## src/rtl/mc_controlunit.sv

```systemverilog
// Multicycle ARM-subset control unit: FSM sequencing, DP decode, condition/flag tracking.
// Latency: one FSM state per clk; an instruction takes 3-5 states plus memory stalls.
// Backpressure: FETCH, MEMRD and MEMWR hold while mem_ready=0; strobes follow the state.
module mc_controlunit #(
  parameter int ALUCTL_W = 3,
  parameter bit EXT_OPS  = 1'b1
) (
  input  logic                clk,
  input  logic                reset,
  input  logic [31:0]         Instr,
  input  logic [3:0]          Flags,
  input  logic                mem_ready,
  output logic                PCWrite,
  output logic                IRWrite,
  output logic                MemWrite,
  output logic                RegWrite,
  output logic                AdrSrc,
  output logic                ALUSrcA,
  output logic [1:0]          ResultSrc,
  output logic [1:0]          ALUSrcB,
  output logic [1:0]          ImmSrc,
  output logic [1:0]          RegSrc,
  output logic [ALUCTL_W-1:0] ALUControl,
  output logic [3:0]          state
);

  typedef enum logic [3:0] {
    S_FETCH  = 4'd0, S_DECODE = 4'd1, S_MEMADR = 4'd2, S_MEMRD = 4'd3,
    S_MEMWB  = 4'd4, S_MEMWR  = 4'd5, S_EXECR  = 4'd6, S_EXECI = 4'd7,
    S_ALUWB  = 4'd8, S_BRANCH = 4'd9
  } state_t;

  state_t      cur, nxt;
  logic [3:0]  nzcv;
  logic        cond_q, cond_ex;
  logic [1:0]  op;
  logic        s_bit;
  logic [2:0]  dp_alu, alu_code;
  logic        dp_nowr, dp_fnz, dp_fcv;
  logic        regw, memw, branch, fetch_adv;
  logic        unused_bits;

  assign op          = Instr[27:26];
  assign s_bit       = Instr[20];
  assign state       = cur;
  assign unused_bits = ^{Instr[19:16], Instr[11:0]};

  // Data-processing decode: ALU op, compare-class (no register write), flag write enables.
  always_comb begin
    dp_alu  = 3'd0;
    dp_nowr = 1'b0;
    dp_fnz  = 1'b0;
    dp_fcv  = 1'b0;
    casez ({Instr[24:21], s_bit})
      5'b0100?: begin dp_alu = 3'd0; dp_fnz = s_bit; dp_fcv = s_bit; end
      5'b0010?: begin dp_alu = 3'd1; dp_fnz = s_bit; dp_fcv = s_bit; end
      5'b0000?: begin dp_alu = 3'd2; dp_fnz = s_bit; end
      5'b1100?: begin dp_alu = 3'd3; dp_fnz = s_bit; end
      5'b0001?: if (EXT_OPS) begin dp_alu = 3'd4; dp_fnz = s_bit; end
      5'b10101: begin dp_alu = 3'd1; dp_nowr = 1'b1; dp_fnz = 1'b1; dp_fcv = 1'b1; end
      5'b10001: if (EXT_OPS) begin dp_alu = 3'd2; dp_nowr = 1'b1; dp_fnz = 1'b1; end
      5'b10111: if (EXT_OPS) begin dp_alu = 3'd0; dp_nowr = 1'b1; dp_fnz = 1'b1; dp_fcv = 1'b1; end
      default: ;
    endcase
  end

  // ARM condition evaluation against the architectural NZCV register.
  always_comb begin
    cond_ex = 1'b1;
    case (Instr[31:28])
      4'h0: cond_ex = nzcv[2];
      4'h1: cond_ex = ~nzcv[2];
      4'h2: cond_ex = nzcv[1];
      4'h3: cond_ex = ~nzcv[1];
      4'h4: cond_ex = nzcv[3];
      4'h5: cond_ex = ~nzcv[3];
      4'h6: cond_ex = nzcv[0];
      4'h7: cond_ex = ~nzcv[0];
      4'h8: cond_ex = nzcv[1] & ~nzcv[2];
      4'h9: cond_ex = ~nzcv[1] | nzcv[2];
      4'hA: cond_ex = (nzcv[3] == nzcv[0]);
      4'hB: cond_ex = (nzcv[3] != nzcv[0]);
      4'hC: cond_ex = ~nzcv[2] & (nzcv[3] == nzcv[0]);
      4'hD: cond_ex = nzcv[2] | (nzcv[3] != nzcv[0]);
      default: cond_ex = 1'b1;
    endcase
  end

  // State register.
  always_ff @(posedge clk) begin
    if (reset) cur <= S_FETCH;
    else       cur <= nxt;
  end

  // Condition latch at DECODE exit and NZCV update at EXEC exit (only when the condition held).
  always_ff @(posedge clk) begin
    if (reset) begin
      nzcv   <= 4'b0000;
      cond_q <= 1'b1;
    end else begin
      if (cur == S_DECODE) cond_q <= cond_ex;
      if ((cur == S_EXECR || cur == S_EXECI) && cond_q) begin
        if (dp_fnz) nzcv[3:2] <= Flags[3:2];
        if (dp_fcv) nzcv[1:0] <= Flags[1:0];
      end
    end
  end

  // Next-state logic.
  always_comb begin
    nxt = S_FETCH;
    case (cur)
      S_FETCH:  nxt = mem_ready ? S_DECODE : S_FETCH;
      S_DECODE: case (op)
                  2'b01:   nxt = S_MEMADR;
                  2'b00:   nxt = Instr[25] ? S_EXECI : S_EXECR;
                  2'b10:   nxt = S_BRANCH;
                  default: nxt = S_FETCH;
                endcase
      S_MEMADR: nxt = Instr[20] ? S_MEMRD : S_MEMWR;
      S_MEMRD:  nxt = mem_ready ? S_MEMWB : S_MEMRD;
      S_MEMWR:  nxt = mem_ready ? S_FETCH : S_MEMWR;
      S_EXECR:  nxt = S_ALUWB;
      S_EXECI:  nxt = S_ALUWB;
      default:  nxt = S_FETCH;
    endcase
  end

  // Output decode from state and instruction; write strobes gated by cond_q and reset.
  always_comb begin
    regw      = 1'b0;
    memw      = 1'b0;
    branch    = 1'b0;
    fetch_adv = 1'b0;
    AdrSrc    = 1'b0;
    ALUSrcA   = 1'b0;
    ALUSrcB   = 2'b00;
    ResultSrc = 2'b00;
    alu_code  = 3'd0;
    case (cur)
      S_FETCH:  begin ALUSrcA = 1'b1; ALUSrcB = 2'b10; ResultSrc = 2'b10; fetch_adv = mem_ready; end
      S_DECODE: begin ALUSrcA = 1'b1; ALUSrcB = 2'b10; ResultSrc = 2'b10; end
      S_MEMADR: ALUSrcB = 2'b01;
      S_MEMRD:  AdrSrc = 1'b1;
      S_MEMWB:  begin ResultSrc = 2'b01; regw = 1'b1; end
      S_MEMWR:  begin AdrSrc = 1'b1; memw = 1'b1; end
      S_EXECR:  alu_code = dp_alu;
      S_EXECI:  begin ALUSrcB = 2'b01; alu_code = dp_alu; end
      S_ALUWB:  regw = ~dp_nowr;
      S_BRANCH: begin ALUSrcB = 2'b01; ResultSrc = 2'b10; branch = 1'b1; end
      default: ;
    endcase
    ALUControl = ALUCTL_W'(alu_code);
    ImmSrc     = op;
    RegSrc     = {(op == 2'b01) & ~Instr[20], (op == 2'b10)};
    IRWrite    = ~reset & fetch_adv;
    RegWrite   = ~reset & regw & cond_q;
    MemWrite   = ~reset & memw & cond_q;
    PCWrite    = ~reset & (fetch_adv | (cond_q & (branch | (regw & (Instr[15:12] == 4'hF)))));
  end

endmodule

```

## config.mk

```make
export PLATFORM = sky130hd
export DESIGN_NAME = mc_controlunit
export DESIGN_NICKNAME = d
export VERILOG_FILES = /design/src/rtl/mc_controlunit.sv
export SDC_FILE = /design/constraint.sdc
export NUM_CORES = 1
export LEC_CHECK = 0
export CAP_MARGIN = 20
export CORE_ASPECT_RATIO = 0.6
export CORE_MARGIN = 5
export CORE_UTILIZATION = 36
export CTS_BUF_LIST = sky130_fd_sc_hd__clkbuf_4 sky130_fd_sc_hd__clkbuf_8 sky130_fd_sc_hd__clkbuf_16
export DETAILED_ROUTE_END_ITERATION = 12
export HOLD_SLACK_MARGIN = 0.08
export PLACE_DENSITY = 0.84
export SLEW_MARGIN = 20
export SYNTH_ARGS = -nofsm -noshare
export SYNTH_HDL_FRONTEND = slang
export SYNTH_SLANG_ARGS = --single-unit
export TNS_END_PERCENT = 20
```

## constraint.sdc

```tcl
create_clock -name clk -period 1.9 [get_ports clk]
set_clock_uncertainty 0.1 [all_clocks]
set_input_delay 0.285 -clock clk [delete_from_list [all_inputs] [get_ports clk]]
set_output_delay 0.285 -clock clk [all_outputs]
set_load 0.1 [all_outputs]
```

==> After elaboration in Yosys (flattened, before gate mapping) <==
Cells that the tools add are included.
{ "word_totals": {"reg_bits": 9, "out_inout_bits": 21, "wordCells": 100} }
{ "classes": {"bitwise": 22, "eq_ne": 34, "muxes": 21, "n_reduce_logical": 19} }
{ "ops": {"columns": ["op", "count"], "rows": [
  ["== test 4 bit (second input constant)", 10],
  ["== test 4 x 3 -> 1 bit (second input constant)", 9],
  ["one-hot mux 4 bit (6 select lines)", 1],
  ["== test 4 x 2 -> 1 bit (second input constant)", 5],
  ["== test 5 bit (second input constant)", 3],
  ["one-hot mux 1 bit (14 select lines)", 1],
  ["OR reduction 2 bit", 7],
  ["== test 4 x 1 -> 1 bit (second input constant)", 3],
  ["zero test 4 bit", 3],
  ["2-to-1 mux 3 bit", 4],
  ["one-hot mux 3 bit (4 select lines)", 1],
  ["one-hot mux 4 bit (3 select lines)", 1],
  ["AND 1 bit", 11],
  ["OR reduction 3 bit", 3],
  ["2-to-1 mux 1 bit", 8],
  ["one-hot mux 2 bit (2 select lines)", 2],
  ["NOT 1 bit", 7],
  ["one-hot mux 1 bit (2 select lines)", 3],
  ["OR reduction 5 bit", 1],
  ["bitwise OR 1 bit", 4],
  ["AND reduction 2 bit", 2],
  ["== test 2 x 1 -> 1 bit (second input constant)", 1],
  ["== test 2 bit (second input constant)", 1],
  ["zero test 2 bit", 1],
  ["4 further kinds", 4]
]} }

==> Depth between registers and ports, before layout <==
Gate-level depths: netlist (run 1).
{ "logic_depth": {"word_depth": 10, "mapped_depth": 6, "depth_no_buf": 5} }

==> Least setup slack after synthesis (run 1) <==
OpenSTA, ideal clock, no wires.
{ "synth_path": {"kind": "reg-to-output", "startpoint": "register cur[2] (netlist: state[2])", "endpoint": "output ALUControl[1]", "setup_slack_ns": -4.692, "t_arrival_ns": 6.207, "path_buffers": 1, "stages_incl_launch_ff": 5, "required_time_ns": 1.515, "path_cell_list": "dfxtp_1 > buf_6 > nand3b_1 > nand2b_1 > a2111oi_0"} }
{ "synth_via": {"elab_chain_len": 3} }
{ "synth_rtl": {"columns": ["element", "line", "source"], "rows": [
  ["from (decl)", "33", "state_t cur, nxt;"],
  ["from (signal assigned)", "92", "else cur <= nxt;"],
  ["== test 4 x 3 -> 1 bit", "140", "case (cur)"],
  ["OR reduction 2 bit (no source line) *", null, null],
  ["2-to-1 mux 3 bit *", "140", null],
  ["to (decl)", "23", "output logic [ALUCTL_W-1:0] ALUControl,"]
]} }
Mark *: on every way between the ends. The rest lies on a longest branch, timed or not.

==> Final worst setup path (run 1) <==
{ "layout_path": {"startpoint": "register cur[2] (netlist: state[2])", "endpoint": "output RegWrite"} }
{ "layout_via": {"elab_chain_len": 4} }
{ "layout_rtl": {"columns": ["element", "line", "source"], "rows": [
  ["== test 4 bit / == test 4 x 3 -> 1 bit (equally long branches)", "140", null],
  ["one-hot mux 1 bit (2 select lines) *", "140", null],
  ["AND 1 bit * (2 in series)", "157", "RegWrite = ~reset & regw & cond_q;"],
  ["to (decl)", "16", "output logic RegWrite,"]
]} }
Marked as above.

==> flow_metrics.tcl, run 1 <==
set metrics [dict create \
    outcome "finished with violations" \
    violations "negative setup slack" \
    synthCells 125 \
    critical_path.cell_chain "clkinv_4 -> nand2_4 -> a41o_1 -> a2111oi_4 -> buf_4 -> buf_12" \
    synth_common_cells "15 x nor3_1, 10 x nor2_1, 9 x dfxtp_1, 9 x inv_1, 8 x nand2_1" \
    start_util_pct 37.0 \
    antennaDiodeCount 0 \
    p_int_mw 0.575 \
    synth.area.mux_share_pct 7.66 \
    combPwrFrac_pct 54.4 \
    place.gp.congestion 0.827 \
    hpwl_mm 2.74 \
    drv_slew 0 \
    cap_violations 0 \
    hold_violations 0 \
    dp_worst_setup_slack_ps -295 \
    synth_seq_cells 9 \
    nNetsFinal 231 \
    wirelength_mm 4.09 \
    core_area_um2 2470 \
    synth_edf_count 0 \
    ff2ff_setup_slack_ps 210 \
    cts_root_buffer "clkbuf_8" \
    grt_max_degree 13 \
    clock_path_buffers 2 \
    viasPerCell 5.77 \
    finalCritPeriodShare_pct 105 \
    ys_async_sr_fraction_pct 0 \
    crit_arrival_ps 1620 \
    p_leak_nw 0.864 \
    cts_tree "built" \
    setup_violations 6 \
    grt.overflow.total 0 \
    worstMarginPinSlew_ps 465 \
    ant_nets 0 \
    synthAdderAreaFrac_pct 0 \
    final_layout_size_suffix_gt1_share_pct 42.9 \
    ios 60 \
    switchingPower_mw 0.423 \
    crit_fanout 2 \
    routedWlPerCell_um 18.3 \
    cpPeakStageDelay_ps 350 \
    grt_pass1_vias 1262 \
    ys_types 47 \
    min_path_type "reg2reg" \
    postSynthAreaPerCell_um2 7.32 \
    synth_top_area_share_pct 19.7 \
    yosys.area_share.simple_pct 35.8 \
    antenna_found_initial 0 \
    p_clk_share_pct 24.2 \
    synth-main-ff-cell "dfxtp_1" \
    synth_top_family_by_area "simple AND/OR/NAND/NOR gates" \
    final_area_um2 2010 \
    die_w_um 75.1 \
    htreeDepth 1 \
    grt_pass1_wl_mm 6.07 \
    cp-end-kind "output port" \
    grt_use_total_pct 20.9 \
    rsz0062_at_grt "true" \
    max_freq_mhz 499 \
    synth-compound-area-share_pct 22.6 \
    critical_path_class "reg2out" \
    clkSlewWorstSetupHoldPaths_ps 50 \
    cp.required_ps 1510 \
    setup_ws_ps -103 \
    cts_num_sinks 9 \
    die_y_um 49.0 \
    drcViolationCount 0 \
    synth_top_cell_by_area "dfxtp_1" \
    ir_drop_uv 411 \
    num_rows 14 \
    ys_seq_area_share_pct 19.7 \
    syn-num-nets 164 \
    synth.most_common_cell "nor3_1" \
    synth-xor-area-share_pct 3.83 \
    ys_warn_count 0 \
    synthTopCellsByArea "dfxtp_1 20%, nor3_1 8.2%, mux2i_1 7.7%" \
    numCtsBuffers 3 \
    swShare_pct 42.4 \
    period_needed_ps 2000 \
    dpl_cell_area_um2 1850 \
    cp-start-kind "flop" \
    clkLatencyLatePin_ps 230 \
    area_growth_pct 120 \
    powerDensity_nw_per_um2 496 \
    vias 1286 \
    numPortBuffers 43 \
    cpMaxStageDelayCell "dfxtp_4" \
    syn_area_um2 915 \
    p_seq_share_pct 21.4 \
    relSlewSlack_pct 68.7 \
    dr.pass1.iters 4 \
    drtIter0Drc 95 \
    die_area_um2 3680 \
]
-- state kept, by name (all words and copies together) (netlist names) --
register and flops:
cond_q 1, state 4, nzcv 4
-- worst paths after layout --
kind	start	to	cells past startpoint
max	state[2]$_SDFF_PP0_	RegWrite	6
min	nzcv[1]$_SDFFE_PP0P_	nzcv[1]$_SDFFE_PP0P_	2
max reg2reg	state[3]$_SDFF_PP0_	nzcv[0]$_SDFFE_PP0P_	7
min reg2reg	nzcv[1]$_SDFFE_PP0P_	nzcv[1]$_SDFFE_PP0P_	2
-- per-layer routing --
layer / global-route usage, % / vias up / part of all wire (%)
met2: 34.5 / 73 / 46
met4: 8.58 / 0 / 4.4
met1: 26.5 / 605 / 42
met5: 0 / - / 0
li1: - / 587 / -
met3: 3.50 / 21 / 8.0
-- critical path, delay by kind of cell, from the launching register on --
family                 cells  cell delay, ps
AO/OA/AOI/OAI              2             570
flip-flops                 1             350
buffers and inverters      3             390
AND/OR/NAND/NOR            1              50
-- cells by family after synthesis --
kind of cell | Yosys count
DFF | 9
muxes | 7
AOI/OAI and AO/OA | 27
buffers and inverters | 20
and+or+nand+nor | 58
xor gates and xnor gates | 4
-- final cells by class --
class	count	area, um^2
inverter	10	42.5
sequential	9	195
timing repair buffer	72	871
multi-input combinational	96	815
fill	136	458
clock buffer	4	48.8
tap	32	40.0
-- layout by cell type, fill, tap and decap left out, drive strengths merged, types with 2 or more instances in the layout --
master,Yosys,layout
dfxtp,9,9
xor2,3,3
mux2i,7,7
inv,9,9
buf,6,50
nand3,2,2
o21ai,4,4
a31oi,3,3
nor2,10,10
clkbuf,4,4
a2111oi,2,2
nand2b,6,6
dlygate4sd2,0,5
clkdlybuf4s50,0,16
nor3,15,15
nor4,4,4
a21oi,7,7
nand2,8,8
nand3b,2,2
-- power by group through the flow --
| stage | clock network (mW) | logic, mW | registers, mW |
|---|---|---|---|
| finish | 0.242 | 0.543 | 0.213 |
| global route | 0.256 | 0.565 | 0.215 |
| CTS | 0.236 | 0.522 | 0.210 |
| detailed placement | 0 | 0.513 | 0.215 |
| global placement | 0 | 0.502 | 0.214 |
| floorplan | 0 | 0.274 | 0.245 |
-- repair_timing --
item | CTS | global route
pin swaps | 4 | 3
endpoints found under the setup margin | 5 | 12
setup buffers | 7 | 1
gates resized for setup | 8 | 11
hold buffers | 0 | 0
-- per-stage QoR --
stage | TNS (ps) | util (%) | power (mW) | hold slack, ps | std cells
2_1_floorplan | -7560 | - | 0.519 | 314 | 125
3_3_place_gp | -1140 | 75.1 | 0.716 | 429 | 211
3_5_place_dp | -1440 | 75.1 | 0.728 | 444 | 211
4_1_cts | -450 | 79.1 | 0.968 | 456 | 222
5_1_grt | -881 | 81.5 | 1.04 | 544 | 223
6_report | -527 | 81.5 | 0.999 | 504 | 223
(Power assumes the default switching activity.)
==> inputs of run 2 (changes only) <==
- CORE_MARGIN: 5 -> default
==> run 2 against run 1 <==
Total power grew 0.30%. The run still ends with negative setup slack left. Via count grew 9.9%. Count of clock-buffer cells in the layout shrank 1. Sequential power is essentially flat. Critical endpoint unchanged. Global-route usage grew 13 points. Clock power shrank 2%.
==> flow_metrics.tcl, run 2 (same netlist as run 1, synthesis figures left out) <==
set metrics [dict create \
    outcome "finished with violations" \
    violations "negative setup slack" \
    cts_root_buffer "clkbuf_8" \
    final_common_cell "buf_4" \
    crit_path_start "state[2]$_SDFF_PP0_" \
    routedWlPerCell_um 21.7 \
    dr.pass1.iters 5 \
    cp-end-kind "output port" \
    drcViolationCount 0 \
    crit_fanout 2 \
    setup_ws_ps -164 \
    place.gp.congestion 0.827 \
    final_layout_size_suffix_gt1_share_pct 42.2 \
    viasPerCell 6.36 \
    grt_pass1_wl_mm 6.31 \
    num_rows 13 \
    clock_path_buffers 2 \
    cpPeakStageDelay_ps 380 \
    crit_arrival_ps 1680 \
    worstMarginPinSlew_ps 501 \
    antenna_found_initial 0 \
    die_area_um2 2750 \
    hold_ws_ps 502 \
    vias 1413 \
    rr_startpoint "state[3]$_SDFF_PP0_" \
    drtIter0Drc 210 \
    area_growth_pct 117 \
    p_leak_nw 0.854 \
    cpMaxStageDelayCell "a2111oi_4" \
    min_path_type "reg2reg" \
    critical_path.cell_chain "clkinv_4 -> nand2_4 -> a41o_1 -> a2111oi_4 -> buf_4 -> buf_12" \
    rsz0062_at_grt "true" \
    final_cell_mix "28 x buf_4, 21 x buf_12, 17 x clkdlybuf4s50_1" \
    cp-start-kind "flop" \
    clkLatencyLatePin_ps 250 \
    critical_path.endpoint "RegWrite" \
    cts_num_sinks 9 \
    antennaDiodeCount 0 \
    start_util_pct 40.2 \
    cts_tree "built" \
    max_freq_mhz 485 \
    core_area_um2 2280 \
    nNetsFinal 232 \
    grt_pass1_vias 1226 \
    period_needed_ps 2060 \
    die_y_um 41.0 \
    min-delay-start "nzcv[3]$_SDFFE_PP0P_" \
    hpwl_mm 2.98 \
    grt_max_degree 13 \
    ir_drop_uv 394 \
    numCtsBuffers 3 \
    finalCritPeriodShare_pct 109 \
    cp.required_ps 1510 \
    dp_worst_setup_slack_ps -322 \
    grt.overflow.total 0 \
    grt_use_total_pct 33.7 \
    hold_violations 0 \
    cap_violations 0 \
    numPortBuffers 43 \
    setup_violations 7 \
    powerDensity_nw_per_um2 504 \
    wirelength_mm 4.81 \
    clkSlewWorstSetupHoldPaths_ps 50 \
    ios 60 \
    ff2ff_setup_slack_ps 120 \
    die_w_um 67.1 \
    relSlewSlack_pct 66.3 \
    r2r-end "state[0]$_SDFF_PP0_" \
    htreeDepth 1 \
    ant_nets 0 \
    critical_path_class "reg2out" \
    worstRegToRegCells 5 \
    drv_slew 0 \
]
-- run 2: final cells by class --
type / instances / area [um^2]
clock buffer: 3 / 41.3
multi-input combinational: 96 / 801
sequential: 9 / 193
tap: 30 / 37.5
inverter: 10 / 42.5
fill: 106 / 290
clock inverter: 1 / 5.00
timing repair buffer: 73 / 867
-- run 2: stage by stage --
step / cells / util (%) / TNS (ps) / instance area (um^2) / total power, mW
2_1_floorplan: 125 / - / -7560 / 1080 / 0.519
3_3_place_gp: 211 / 82.0 / -1140 / 1870 / 0.721
6_report: 222 / 87.3 / -689 / 1990 / 1.00
4_1_cts: 220 / 85.6 / -595 / 1950 / 0.974
3_5_place_dp: 211 / 82.0 / -1630 / 1870 / 0.737
5_1_grt: 222 / 87.3 / -959 / 1990 / 1.02
-- run 2: critical path, delay by kind of cell (launching register included) --
kind | cells | cell delay, ps
AO/OA/AOI/OAI | 2 | 620
buffers and inverters | 3 | 400
flip-flops | 1 | 350
AND/OR/NAND/NOR | 1 | 50
-- run 2: repair_timing --
action	4_1_cts	5_1_grt
pin swaps	4	2
gates resized for setup	7	4
hold buffers	0	0
endpoints found under the setup margin	5	10
setup buffers	5	2
-- run 2: routing by layer --
metal  vias to the layer above  routed length, um  global-route usage (%)  share of wire [%]
li1                        590                  -                       -                  -
met1                       659               1930                    42.6                 40
met2                       131               2160                    56.0                 45
met3                        33                489                    8.33                 10
met4                         0                235                    14.4                4.9
met5                         -                  0                       0                  0
-- run 2: worst min path at each step --
| stage | endpoint | slack (ps) | cells past startpoint |
|---|---|---|---|
| finish | nzcv[3]$_SDFFE_PP0P_ | 500 | 2 |
| global route | nzcv[2]$_SDFFE_PP0P_ | 500 | 2 |
| CTS | nzcv[1]$_SDFFE_PP0P_ | 470 | 2 |
| detailed placement | nzcv[0]$_SDFFE_PP0P_ | 460 | 2 |
| global placement | nzcv[1]$_SDFFE_PP0P_ | 420 | 2 |
| floorplan | state[3]$_SDFF_PP0_ | 310 | 2 |
-- run 2: power breakdown --
| part | total (mW) | switching (mW) | leakage [nW] | internal, mW |
|---|---|---|---|---|
| clock network | 0.237 | 0.0926 | 0.0255 | 0.144 |
| logic | 0.554 | 0.335 | 0.753 | 0.220 |
| registers | 0.210 | 0.0156 | 0.0756 | 0.195 |
==> inputs of run 3 (changes only) <==
- SLEW_MARGIN: 20 -> default
==> results of run 3 <==
Same layout as run 2: the final DEF is identical, and so are final timing and power.
==> edit 1, RTL diff (config.mk and constraints of run 2) <==
Change the parameter `ALUCTL_W` from 3 to 5.
--- a/src/rtl/mc_controlunit.sv
+++ b/src/rtl/mc_controlunit.sv
@@ -2,7 +2,7 @@
 // Latency: one FSM state per clk; an instruction takes 3-5 states plus memory stalls.
 // Backpressure: FETCH, MEMRD and MEMWR hold while mem_ready=0; strobes follow the state.
 module mc_controlunit #(
-  parameter int ALUCTL_W = 3,
+  parameter int ALUCTL_W = 5,
   parameter bit EXT_OPS  = 1'b1
 ) (
   input  logic                clk,
Ports: changed (resized ALUControl); port bits go from 60 to 62. No check against the original RTL was run, so the function may have changed too.
==> edit 1 against run 2 <==
  * The run still ends with setup timing left
  * Sequential share of layout area is 0.079 points lower
  * Worst setup slack better by 55 ps
  * First-iteration DRC count decreased by 18%
  * Critical path depth fell by 1
  * Synthesized cell count grew 2.4%
  * Combinational power rose by 4%
  * Non-clock buffer count unchanged
  * Sequential cell count is the same
  * Routed wire length decreased by 3.2%
  * Synthesized area up 2.1%
  * Total power rose by 2.8%
  * Register-to-register slack worse by 40 ps
  * Cell area rose by 0.82%
==> edit 1: results (changes against run 2) <==
Hold Path Class=reg -> reg; port bufs=43 (unchanged); Worst VDD drop=0.480 mV (+22%); R2R depth=5 (unchanged); gp weighted congestion=0.890 (+7.6%); number of DRC markers in iteration 0=173 (-18%); insertion delay of the later-clocked pin in the worst-skew pair=240 ps; dpl cells=215 (+1.9%); failing checks=setup timing; drt pass-1 iters=6 (+1); DP Worst Slack=-289 ps (+32.4 ps); number of global-route vias before repair=1370 (+12%); Area contributors post-synth=dfxtp_1 (19%), nor3_1 (8.0%), mux2i_1 (7.5%); asr flop ratio synth=0% (unchanged); root cell of the clock tree=clkbuf_8; Worst Path Max Fanout=4 (+2); Antenna Cells=0 (unchanged); drt total wl=4.66 mm (-3.2%); Slew Limit Headroom=66.5% (+0.15 points); Max stage delay cell, worst path=clkdlybuf4s50_1; dpl hpwl=2.94 mm (-1.4%); commonest cells in the netlist=nor3_1 (15), nor2_1 (10), dfxtp_1 (9), inv_1 (9), nand2_1 (8); Gate Count Post-Synth=128 (+2.4%); Arr. time, crit path=1620 ps (-60 ps); clock-pin slew on the worst setup and hold paths=50 ps (about the same); FILL cells=101 (-4.7%); antenna violations before repair=0 (unchanged); CP endpoint=PCWrite; H-tree depth=1 (unchanged); status=complete, but fails checks; share of layout cells above drive strength 1=42.8% (+0.60 points); Seq/Total Area, Yosys=19.3% (-0.40 points); P_leak=0.000863 uW (+1.0%); largest net degree at the start of global routing=11 (-2); delay of the slowest critical-path stage=540 ps (+160 ps); worst reg-to-reg setup slack=80 ps (-40 ps); wire per inst=20.8 um (-4.1%); post-DR vias/cell=6.17 (-3.0%); reg-to-reg endpoint=state[0]$_SDFF_PP0_; critical path startpoint=mem_ready; Final nets=234 (+0.86%); total CTS buffers=3 (unchanged); final worst setup slack=-108 ps (+55.4 ps); first-pass GRT wire length=6.82 mm (+8.0%); final setup fails=7 (unchanged); R2R Path Start=state[3]$_SDFF_PP0_; Yosys cell types=48 (+2.1%); GR Util All Layers=33.0% (-0.68 points)
edit 1: area by class of cell:
| type | count | area [sq um] | area share, % |
|---|---|---|---|
| multi-input cells | 98 | 815 | 40.7 |
| repair buffers | 73 | 867 | 43.3 |
| well taps | 30 | 37.5 | 1.87 |
| inverters | 10 | 42.5 | 2.12 |
| flip-flops and latches | 9 | 193 | 9.62 |
| clock buffers | 4 | 48.8 | 2.44 |
edit 1: cells by family after synthesis:
group | after synthesis | synth area share (%)
xor gates and xnor gates | 4 | 3.75
muxes | 7 | 7.51
buffers and inverters | 22 | 11.8
DFF | 9 | 19.3
AOI/OAI and AO/OA | 27 | 22.1
and+or+nand+nor | 58 | 35.1
other | 1 | 0.402
edit 1: stage by stage:
step                instance area, sq um  TNS, ps  total power [uW]  hold slack, ps
floorplan                           1100    -7560               539             314
CTS                                 1970     -364               999             478
detailed placement                  1890    -1610               755             454
global route                        2000     -791              1060             548
global placement                    1890    -1130               741             427
finish                              2000     -443              1030             504
edit 1: worst max-delay path: cells and delay by family:
kind | cells | cell delay (ps)
AOI/OAI and AO/OA | 2 | 530
and+or+nand+nor | 1 | 110
buffers and inverters | 2 | 700
edit 1: worst min-delay path by stage:
stage / startpoint / to / slack, ps / cells past startpoint
3_3_place_gp: nzcv[3]$_SDFFE_PP0P_ / nzcv[3]$_SDFFE_PP0P_ / 430 / 2
5_1_grt: nzcv[3]$_SDFFE_PP0P_ / nzcv[3]$_SDFFE_PP0P_ / 550 / 2
3_5_place_dp: nzcv[2]$_SDFFE_PP0P_ / nzcv[2]$_SDFFE_PP0P_ / 450 / 2
2_1_floorplan: Instr[27] / state[3]$_SDFF_PP0_ / 310 / 2
4_1_cts: state[3]$_SDFF_PP0_ / cond_q$_SDFFE_PP1P_ / 480 / 2
6_report: nzcv[3]$_SDFFE_PP0P_ / nzcv[3]$_SDFFE_PP0P_ / 500 / 2
edit 1: power by group:
group          switching [uW]  internal, uW  leakage, uW
clock network            86.8           161    0.0000262
registers                12.4           195    0.0000756
logic                     355           219     0.000761
total                     454           575     0.000863
edit 1: timing repair:
action | 4_1_cts | 5_1_grt
setup buffers | 4 | 1
resized for setup | 7 | 6
pin swaps | 4 | 2
endpoints found under the setup margin | 5 | 10
hold buffers | 0 | 0
gates cloned | 0 | 0
edit 1: per-layer routing:
metal,track usage (%),vias up,share of wire [%]
met5,0,-,0
met2,48.3,130,43
met1,42.5,632,38
li1,-,592,-
met3,10.2,29,12
met4,18.3,0,6.0
==> edit 2, RTL diff (flow settings as in run 2) <==
Without the edit above. Reset style: asynchronous (`reset`), changed in 2 clocked blocks.
--- a/src/rtl/mc_controlunit.sv
+++ b/src/rtl/mc_controlunit.sv
@@ -87,13 +87,13 @@
   end
 
   // State register.
-  always_ff @(posedge clk) begin
+  always_ff @(posedge clk or posedge reset) begin
     if (reset) cur <= S_FETCH;
     else       cur <= nxt;
   end
 
   // Condition latch at DECODE exit and NZCV update at EXEC exit (only when the condition held).
-  always_ff @(posedge clk) begin
+  always_ff @(posedge clk or posedge reset) begin
     if (reset) begin
       nzcv   <= 4'b0000;
       cond_q <= 1'b1;
Behaviour: differs if reset is asserted again (counterexample within 4 cycles, from zero or initial values and one cycle with reset high); with reset held inactive, the same outputs for 10 cycles.
==> edit 2 against run 2 <==
  * The run still ends with setup timing left
  * Global-route usage is 2.9 points lower
  * Worst setup slack worse by 150 ps
  * Routed wire length is 19% lower
  * Cell area is 0.50% higher
  * Via count is 11% lower
  * Synthesized area is 3.1% higher
  * Sequential cell count stayed put
Power is left out: it rests on default switching activity, and per cell area and clock period it moved more than threefold.
==> edit 2: results (changes against run 2) <==
status=complete, but fails checks; failing checks=setup timing; Seq/Total Area, Yosys=24.0% (+4.3 points); Max stage delay cell, worst path=dfrtp_4; commonest cells in the netlist=dfrtp_1 (8), inv_1 (7), nand2b_1 (7), nor3_1 (7), nand2_1 (6); Area contributors post-synth=dfrtp_1 (21%), mux2_2 (4.8%), nand2b_1 (4.6%); first-pass GRT wire length=6.24 mm (-1.1%); number of DRC markers in iteration 0=110 (-48%); Hold Path Class=in -> async; Slew Limit Headroom=77.6% (+11 points); hold-fix buffers at CTS=0 (unchanged); drt pass-1 iters=4 (-1); dpl cells=201 (-4.7%); Gate Count Post-Synth=113 (-9.6%); number of global-route vias before repair=1216 (-0.82%); worst reg-to-reg setup slack=80 ps (-40 ps); Final nets=217 (-6.5%); dpl hpwl=2.75 mm (-7.8%); drt total wl=3.89 mm (-19%); syn_nets=152 (-7.3%); share of layout cells above drive strength 1=46.9% (+4.7 points); gp weighted congestion=0.926 (+12%); asr flop ratio synth=100% (+100 points); Setup TNS=-1930 ps (-1240 ps); delay of the slowest critical-path stage=480 ps (+100 ps); reg-to-reg endpoint=cond_q$_DFFE_PP1P_; vias=1254 (-11%); final setup fails=11 (+4); GR Util All Layers=30.8% (-2.9 points); R2R Path Start=state[2]$_DFF_PP0_; final worst setup slack=-315 ps (-152 ps); H-tree depth=1 (unchanged); Worst Path Max Fanout=3 (+1); fin cells=207 (-6.8%); Yosys cell types=45 (-4.3%)
edit 2: worst max-delay path: cells and delay by family (launching register included):
kind	cells	cell delay (ps)
AOI/OAI and AO/OA	3	750
DFF	1	480
and+or+nand+nor	1	160
buffers and inverters	1	200
edit 2: worst max-delay path by stage:
stage / slack [ps] / to / start
2_1_floorplan: -1290 / PCWrite / state[2]$_DFF_PP0_
3_3_place_gp: -300 / ALUControl[0] / Instr[22]
3_5_place_dp: -320 / ALUControl[0] / Instr[22]
4_1_cts: -310 / PCWrite / state[2]$_DFF_PP0_
5_1_grt: -360 / PCWrite / state[2]$_DFF_PP0_
6_report: -320 / PCWrite / state[2]$_DFF_PP0_
edit 2: through the flow:
stage,hold slack (ps),util (%),area [sq um]
CTS,281,85.2,1970
global route,326,86.5,2000
detailed placement,468,80.6,1860
floorplan,25.5,-,1080
global placement,450,80.6,1860
finish,284,86.5,2000
edit 2: cells by family after synthesis:
kind of cell	after synthesis	share of synthesized area (%)
xor+xnor	3	2.79
simple gates	48	32.4
compound gates	30	24.7
buf+inv	16	8.22
flops	9	24.0
mux	7	7.96
edit 2: final cells by class:
class,count,area [sq um]
Fill cell,103,313
Tap cell,30,37.5
Inverter,7,26.3
Sequential cell,9,241
Clock buffer,4,48.8
Multi-Input combinational cell,88,798
Timing Repair Buffer,69,845
edit 2: per-layer routing:
metal / vias up / share of wire [%] / GRT usage, %
met5: - / 0 / 0
met4: 0 / 1.8 / 11.7
met3: 10 / 9.7 / 9.62
met2: 84 / 46 / 44.3
met1: 610 / 43 / 42.5
li1: 550 / - / -
edit 2: timing repair:
item | 4_1_cts | 5_1_grt
resized for setup | 14 | 4
endpoints found under the setup margin | 13 | 14
pin swaps | 1 | 1
setup buffers | 0 | 2
